===== config.mk =====
export PLATFORM = sky130hd
export DESIGN_NAME = spi_tx_ctrl
export DESIGN_NICKNAME = d
export VERILOG_FILES = /design/src/rtl/spi_tx_ctrl.sv
export SDC_FILE = /design/constraint.sdc
export NUM_CORES = 1
export LEC_CHECK = 0
export CAP_MARGIN = 10
export CORE_MARGIN = 8
export CORE_UTILIZATION = 37
export DETAILED_ROUTE_END_ITERATION = 8
export GPL_TIMING_DRIVEN = 1
export PLACE_DENSITY = 0.72
export SLEW_MARGIN = 15
export SYNTH_ARGS = -nofsm -noshare
export SYNTH_HDL_FRONTEND = slang
export SYNTH_SLANG_ARGS = --single-unit
export TNS_END_PERCENT = 50

===== constraint.sdc =====
create_clock -name clk -period 2.29 [get_ports clk]
set_input_delay 0.458 -clock clk [delete_from_list [all_inputs] [get_ports clk]]
set_output_delay 0.458 -clock clk [all_outputs]
set_load 0.02 [all_outputs]

===== src/rtl/spi_tx_ctrl.sv =====
// Byte-level SPI transmit sequencer feeding the spi_shift MOSI register.
// Streams back-to-back bytes under one CS frame, then holds CS high for CS_GAP.
module spi_tx_ctrl #(
  parameter int DW     = 8,
  parameter int CS_GAP = 2
) (
  input  logic          clk,
  input  logic          rst,
  input  logic          tx_valid,
  input  logic          tx_dc,
  input  logic [DW-1:0] tx_data,
  output logic          tx_ready,
  output logic          sh_load,
  output logic          sh_shift_en,
  output logic [DW-1:0] sh_data,
  output logic          sck_en,
  output logic          cs_n,
  output logic          dc,
  output logic          busy
);

  localparam int CW = (DW > 1) ? $clog2(DW) : 1;
  localparam int GW = (CS_GAP > 1) ? $clog2(CS_GAP) : 1;

  typedef enum logic [1:0] {
    IDLE,
    SHIFT,
    GAP
  } state_e;

  state_e        state_q, state_d;
  logic [CW-1:0] bit_cnt_q, bit_cnt_d;
  logic [GW-1:0] gap_cnt_q, gap_cnt_d;
  logic          cs_n_q, cs_n_d;
  logic          dc_q, dc_d;
  logic          sck_en_q, sck_en_d;
  logic          last_bit;

  assign last_bit    = (bit_cnt_q == CW'(DW - 1));
  assign tx_ready    = rst & ((state_q == IDLE) |
                              ((state_q == SHIFT) & last_bit));
  assign sh_load     = tx_valid & tx_ready;
  assign sh_shift_en = (state_q == SHIFT) & ~last_bit;
  assign sh_data     = tx_data;
  assign sck_en      = sck_en_q;
  assign cs_n        = cs_n_q;
  assign dc          = dc_q;
  assign busy        = (state_q != IDLE);

  always_comb begin
    state_d   = state_q;
    bit_cnt_d = bit_cnt_q;
    gap_cnt_d = gap_cnt_q;
    cs_n_d    = cs_n_q;
    dc_d      = dc_q;
    sck_en_d  = sck_en_q;
    unique case (state_q)
      IDLE: begin
        if (sh_load) begin
          dc_d      = tx_dc;
          cs_n_d    = 1'b0;
          sck_en_d  = 1'b1;
          bit_cnt_d = '0;
          state_d   = SHIFT;
        end
      end
      SHIFT: begin
        if (!last_bit) begin
          bit_cnt_d = bit_cnt_q + CW'(1);
        end else if (tx_valid) begin
          // gapless chaining: next byte loads on the last-bit cycle
          dc_d      = tx_dc;
          bit_cnt_d = '0;
        end else begin
          cs_n_d    = 1'b1;
          sck_en_d  = 1'b0;
          gap_cnt_d = '0;
          state_d   = GAP;
        end
      end
      GAP: begin
        if (gap_cnt_q == GW'(CS_GAP - 1)) begin
          state_d = IDLE;
        end else begin
          gap_cnt_d = gap_cnt_q + GW'(1);
        end
      end
      default: begin
        state_d  = IDLE;
        cs_n_d   = 1'b1;
        sck_en_d = 1'b0;
      end
    endcase
  end

  always_ff @(posedge clk or negedge rst) begin
    if (!rst) begin
      state_q   <= IDLE;
      bit_cnt_q <= '0;
      gap_cnt_q <= '0;
      cs_n_q    <= 1'b1;
      dc_q      <= 1'b0;
      sck_en_q  <= 1'b0;
    end else begin
      state_q   <= state_d;
      bit_cnt_q <= bit_cnt_d;
      gap_cnt_q <= gap_cnt_d;
      cs_n_q    <= cs_n_d;
      dc_q      <= dc_d;
      sck_en_q  <= sck_en_d;
    end
  end

endmodule

* Yosys cells after proc, flatten, opt, wreduce, memory -nomap -nowiden
Cells that the tools add are included.
Widths: inputs -> output; s select.
** Operators by class
- $add $sub $neg :: 2
- Eq/ne operators :: 9
- Multiplexer cells :: 23
- Bitwise operators :: 7
- Reductions and logical operators :: 9
** Operators by type and width (count)
- $reduce_and 4->1 :: 3
- $mux 1 :: 10
- $ne 2x2->1 const B :: 5
- $mux 3 :: 3
- $mux 2 :: 4
- $pmux 1 s3 :: 2
- $pmux 2 s3 :: 1
- $pmux 3 s2 :: 1
- $reduce_and 3->1 :: 2
- $reduce_bool 2->1 :: 3
- $and 1x1->1 :: 4
- $pmux 1 s2 :: 2
- $add 3x1->3 const B :: 1
- $eq 3x3->1 const B :: 1
- $ne 3x3->1 const B :: 1
- $eq 2x1->1 const B :: 1
- $eq 2x2->1 const B :: 1
- $logic_not 2->1 :: 1
- $not 1->1 :: 2
- $add 1x1->1 const B :: 1
- $or 1x1->1 :: 1
** Word-level totals
- Flip-flop bits (word level) :: 9
- Input bits :: 12

* Depth between registers and ports, before layout
- Depth in word-level cells :: 7
- Depth in mapped cells :: 6

* Least setup slack after synthesis
No wires, ideal clock.
- Path kind :: register -> output
- Start :: reg bit_cnt_q[0]
- End :: out sh_shift_en
- Arrival :: 1.398 ns
- Data required time :: 1.832 ns
- Slack :: 0.434 ns
- Stages on the path, launching flop included :: 4
- Cell sequence :: dfrtp_1 > ha_1 > ha_1 > nor3b_1
** On the way
- Word-level cells in the longest chain between the ends :: 3
** Ends and longest elaborated chain
- from (decl) :: RTL line 32 : logic [CW-1:0] bit_cnt_q, bit_cnt_d;
- from (signal assigned) :: RTL line 106 : bit_cnt_q <= bit_cnt_d;
- $eq 3x3->1 :: RTL line 39 : assign last_bit = (bit_cnt_q == CW'(DW - 1));
- $not 1->1 :: RTL line 43 : assign sh_shift_en = (state_q == SHIFT) & ~last_bit;
- $and 1x1->1 :: RTL line 43
- to (decl) :: RTL line 14 : output logic sh_shift_en,
Every way passes these cells.

* Worst setup path in the final report
- Start :: reg bit_cnt_q[0]
- End :: out tx_ready
** On the way
- Word-level cells in the longest chain between the ends :: 4
** Ends and longest elaborated chain
- $eq 3x3->1 :: RTL line 39
- $and 1x1->1 :: RTL line 41 : ((state_q == SHIFT) & last_bit));
- $or 1x1->1 :: RTL line 40 : assign tx_ready = rst & ((state_q == IDLE) |
- $and 1x1->1 :: RTL line 40
- to (decl) :: RTL line 12 : output logic tx_ready,
Every way passes these cells.

==> flow_summary.ini <==
[outcome]
status = finished clean

[setup_path]
arrival_ns = 1.71
cp_max_fo = 3
cp-end-kind = output port
timing_worst_setup_path_type = reg2out
reg2reg_from = bit_cnt_q[0]$_DFFE_PN0P_
startpoint_type = register
crit_required_ns = 1.83
rrSetupSlack_ns = 0.47
reg2reg_to = bit_cnt_q[2]$_DFFE_PN0P_
worstRegToRegCells = 6

[finish]
nNetsFinal = 75
area_growth_pct = 22.3
insertedDiodeCount = 0
drive_above_1_share_pct = 31.7

[floorplanning]
dieHeight_um = 53.6
die_x_um = 53.6
die-area_um2 = 2870
core-area_um2 = 1320
rows = 13
boundaryPins = 27
start_util_pct = 39.6

[yosys]
syn_area_um2 = 522
yosys_register_bits = 9
syn_inst = 49
syn-num-nets = 63
synth_cell_types = 25
yosysSeqAreaShare_pct = 43.4
avgSynthCellArea_um2 = 10.6
yosysWarnings = 0

[timing]
fmax_mhz = 461
finalHoldViolations = 0
setup_tns_ns = 0
rsz0062_at_grt = no
finalCritPeriodShare_pct = 94.8
finalCriticalPeriod_ns = 2.17
fin_skew_ns = 0.00563
finalSetupViolCount = 0
tightest_slew_ns = 0.227
slew_headroom_pct = 84.8
drv_slew = 0

[detailed_routing]
vias = 373
drtIter0Drc = 1
vias_per_cell = 4.97
routed_wl_um = 991
drc = 0
wl_per_cell_um = 13.2
firstDrtPassIters = 2
drtAntennaViolNets = 0

[hold_path]
hold_path.class = in2async

[global_routing]
antenna_found_initial = 0
overflow = 0
grt_pass1_wl_mm = 1.60
grt_pass1_vias = 383
grt_max_degree = 13
grt_usage_pct = 7.49

[clock_tree]
holdBufCountCts = 0
cts_buffers = 3
htree_levels = 1
cts_setup_buffers = 0
clock-sinks = 9
cts_root_buf = clkbuf_4
clkTransAtPathRegs_ns = 0.07
cts_tree = yes
clock_latency_ns = 0.26
cts_max_path_buffers = 2

[place]
place.gp.congestion = 0.786
port_buffers = 10
hpwlAfterDp_um = 738

[power_and_ir_drop]
pwr-share-seq_pct = 32.2
power_density_nw_per_um2 = 1300
p_leak_nw = 0.292
clock_power_share_pct = 15.0
swShare_pct = 36.2
total_power_mw = 0.832
switchingPower_mw = 0.301
irDropWorstVdd_uv = 625
comb_power_share_pct = 52.8
intPower_mw = 0.531

[job]
max_cap_violations = 0
[per-layer routing]
metal  share of wire (%)  routed length, um  up-vias  global-route usage, %
li1                    -                  -      188                      -
met1                  41                410      175                   7.41
met2                  50                494        8                   12.3
met3                 6.7                 66        2                   3.03
met4                 1.9                 19        0                   5.88
met5                   0                  0        -                      0
[registers in the layout, summed over array words and instances, names as in the netlist]
| name | cells |
|---|---|
| bit_cnt_q | 3 |
| gap_cnt_q | 1 |
| sck_en | 1 |
| dc | 1 |
| cs_n | 1 |
| state_q | 2 |
[cell usage after synthesis]
| library cell | instances | share of area, % |
|---|---|---|
| mux2_1 | 1 | 2.2 |
| inv_1 | 2 | 1.4 |
| o2bb2ai_1 | 1 | 1.7 |
| a21oi_1 | 4 | 3.8 |
| buf_4 | 9 | 13 |
| and3_4 | 1 | 2.2 |
| a22o_1 | 1 | 1.7 |
| ha_1 | 2 | 4.8 |
| nand3b_1 | 1 | 1.4 |
| nand2b_1 | 1 | 1.2 |
| mux2_4 | 1 | 2.9 |
| dfstp_2 | 1 | 5.0 |
| or3_4 | 1 | 2.2 |
| a21bo_2 | 1 | 1.9 |
| nor2_1 | 4 | 2.9 |
| nor3b_1 | 1 | 1.4 |
| and3_1 | 1 | 1.2 |
| dfrtp_1 | 8 | 38 |
| a32o_1 | 1 | 1.9 |
| a31o_2 | 1 | 1.7 |
| nor3_1 | 2 | 1.9 |
| nor2b_1 | 1 | 1.2 |
| nor2b_2 | 1 | 1.7 |
| or2_2 | 1 | 1.2 |
| and2_1 | 1 | 1.2 |
[cells in the final DEF, fill, tap and decap left out, types with 2 or more instances in the layout]
| cell type | count |
|---|---|
| nor2_1 | 4 |
| dfrtp_1 | 8 |
| clkbuf_4 | 3 |
| clkdlybuf4s50_1 | 7 |
| ha_1 | 2 |
| a21oi_1 | 4 |
| nor3_1 | 2 |
| buf_4 | 6 |
| dlygate4sd2_1 | 2 |
| inv_1 | 2 |
[area by class of cell]
class / instances / area (um2)
Clock buffer: 3 / 22.5
Clock inverter: 1 / 5.00
Fill cell: 125 / 679
Inverter: 2 / 7.51
Multi-Input combinational cell: 29 / 220
Sequential cell: 9 / 226
Tap cell: 15 / 18.8
Timing Repair Buffer: 16 / 138
[metrics by stage]
stage	area (um2)	instances	hold slack (ns)	setup WS, ns	utilization [%]
2_1_floorplan	522	49	0.162	0.434	-
3_3_place_gp	618	71	0.491	0.0205	46.9
3_5_place_dp	618	71	0.495	0.00966	46.9
4_1_cts	643	75	0.508	0.000432	48.8
5_1_grt	638	75	0.527	0.0536	48.4
6_report	638	75	0.509	0.120	48.4
[how the worst max path moves through the flow]
stage / end / cells past startpoint / slack, ns / start
final: tx_ready / 5 / 0.12 / bit_cnt_q[0]$_DFFE_PN0P_
after global routing: tx_ready / 5 / 0.05 / bit_cnt_q[0]$_DFFE_PN0P_
after CTS: sh_load / 6 / 0.0004 / bit_cnt_q[0]$_DFFE_PN0P_
after detailed placement: sh_load / 4 / 0.01 / rst
after global placement: sh_load / 4 / 0.02 / rst
after floorplan: sh_shift_en / 3 / 0.43 / bit_cnt_q[0]$_DFFE_PN0P_
[kinds of logic after synthesis]
group                      share of synthesized area (%)
buffers and inverters                               14.4
adders and majority gates                           4.80
and+or+nand+nor                                     19.7
AOI/OAI and AO/OA                                   12.7
muxes                                               5.03
DFF                                                 43.4
[power groups by stage]
stage	sequential [mW]	combinational, mW	clock, mW
6_report	0.268	0.439	0.125
5_1_grt	0.276	0.475	0.134
4_1_cts	0.268	0.447	0.129
3_5_place_dp	0.271	0.457	0
3_3_place_gp	0.269	0.449	0
2_1_floorplan	0.291	0.269	0
[worst max-delay path, stage by stage, from the launching register on]
cell and delay (ns):
dfrtp_1 0.39, ha_1 0.21, ha_1 0.20, nand2b_1 0.14, and3_1 0.18, dlygate4sd2_1 0.33
[timing repair]
action | 4_1_cts | 5_1_grt
endpoints found under the setup margin | 3 | 1
gates resized for setup | 4 | 1
cloned | 0 | 0
endpoints found under the hold margin | 0 | 0
Power figures use the tool's default switching activity.
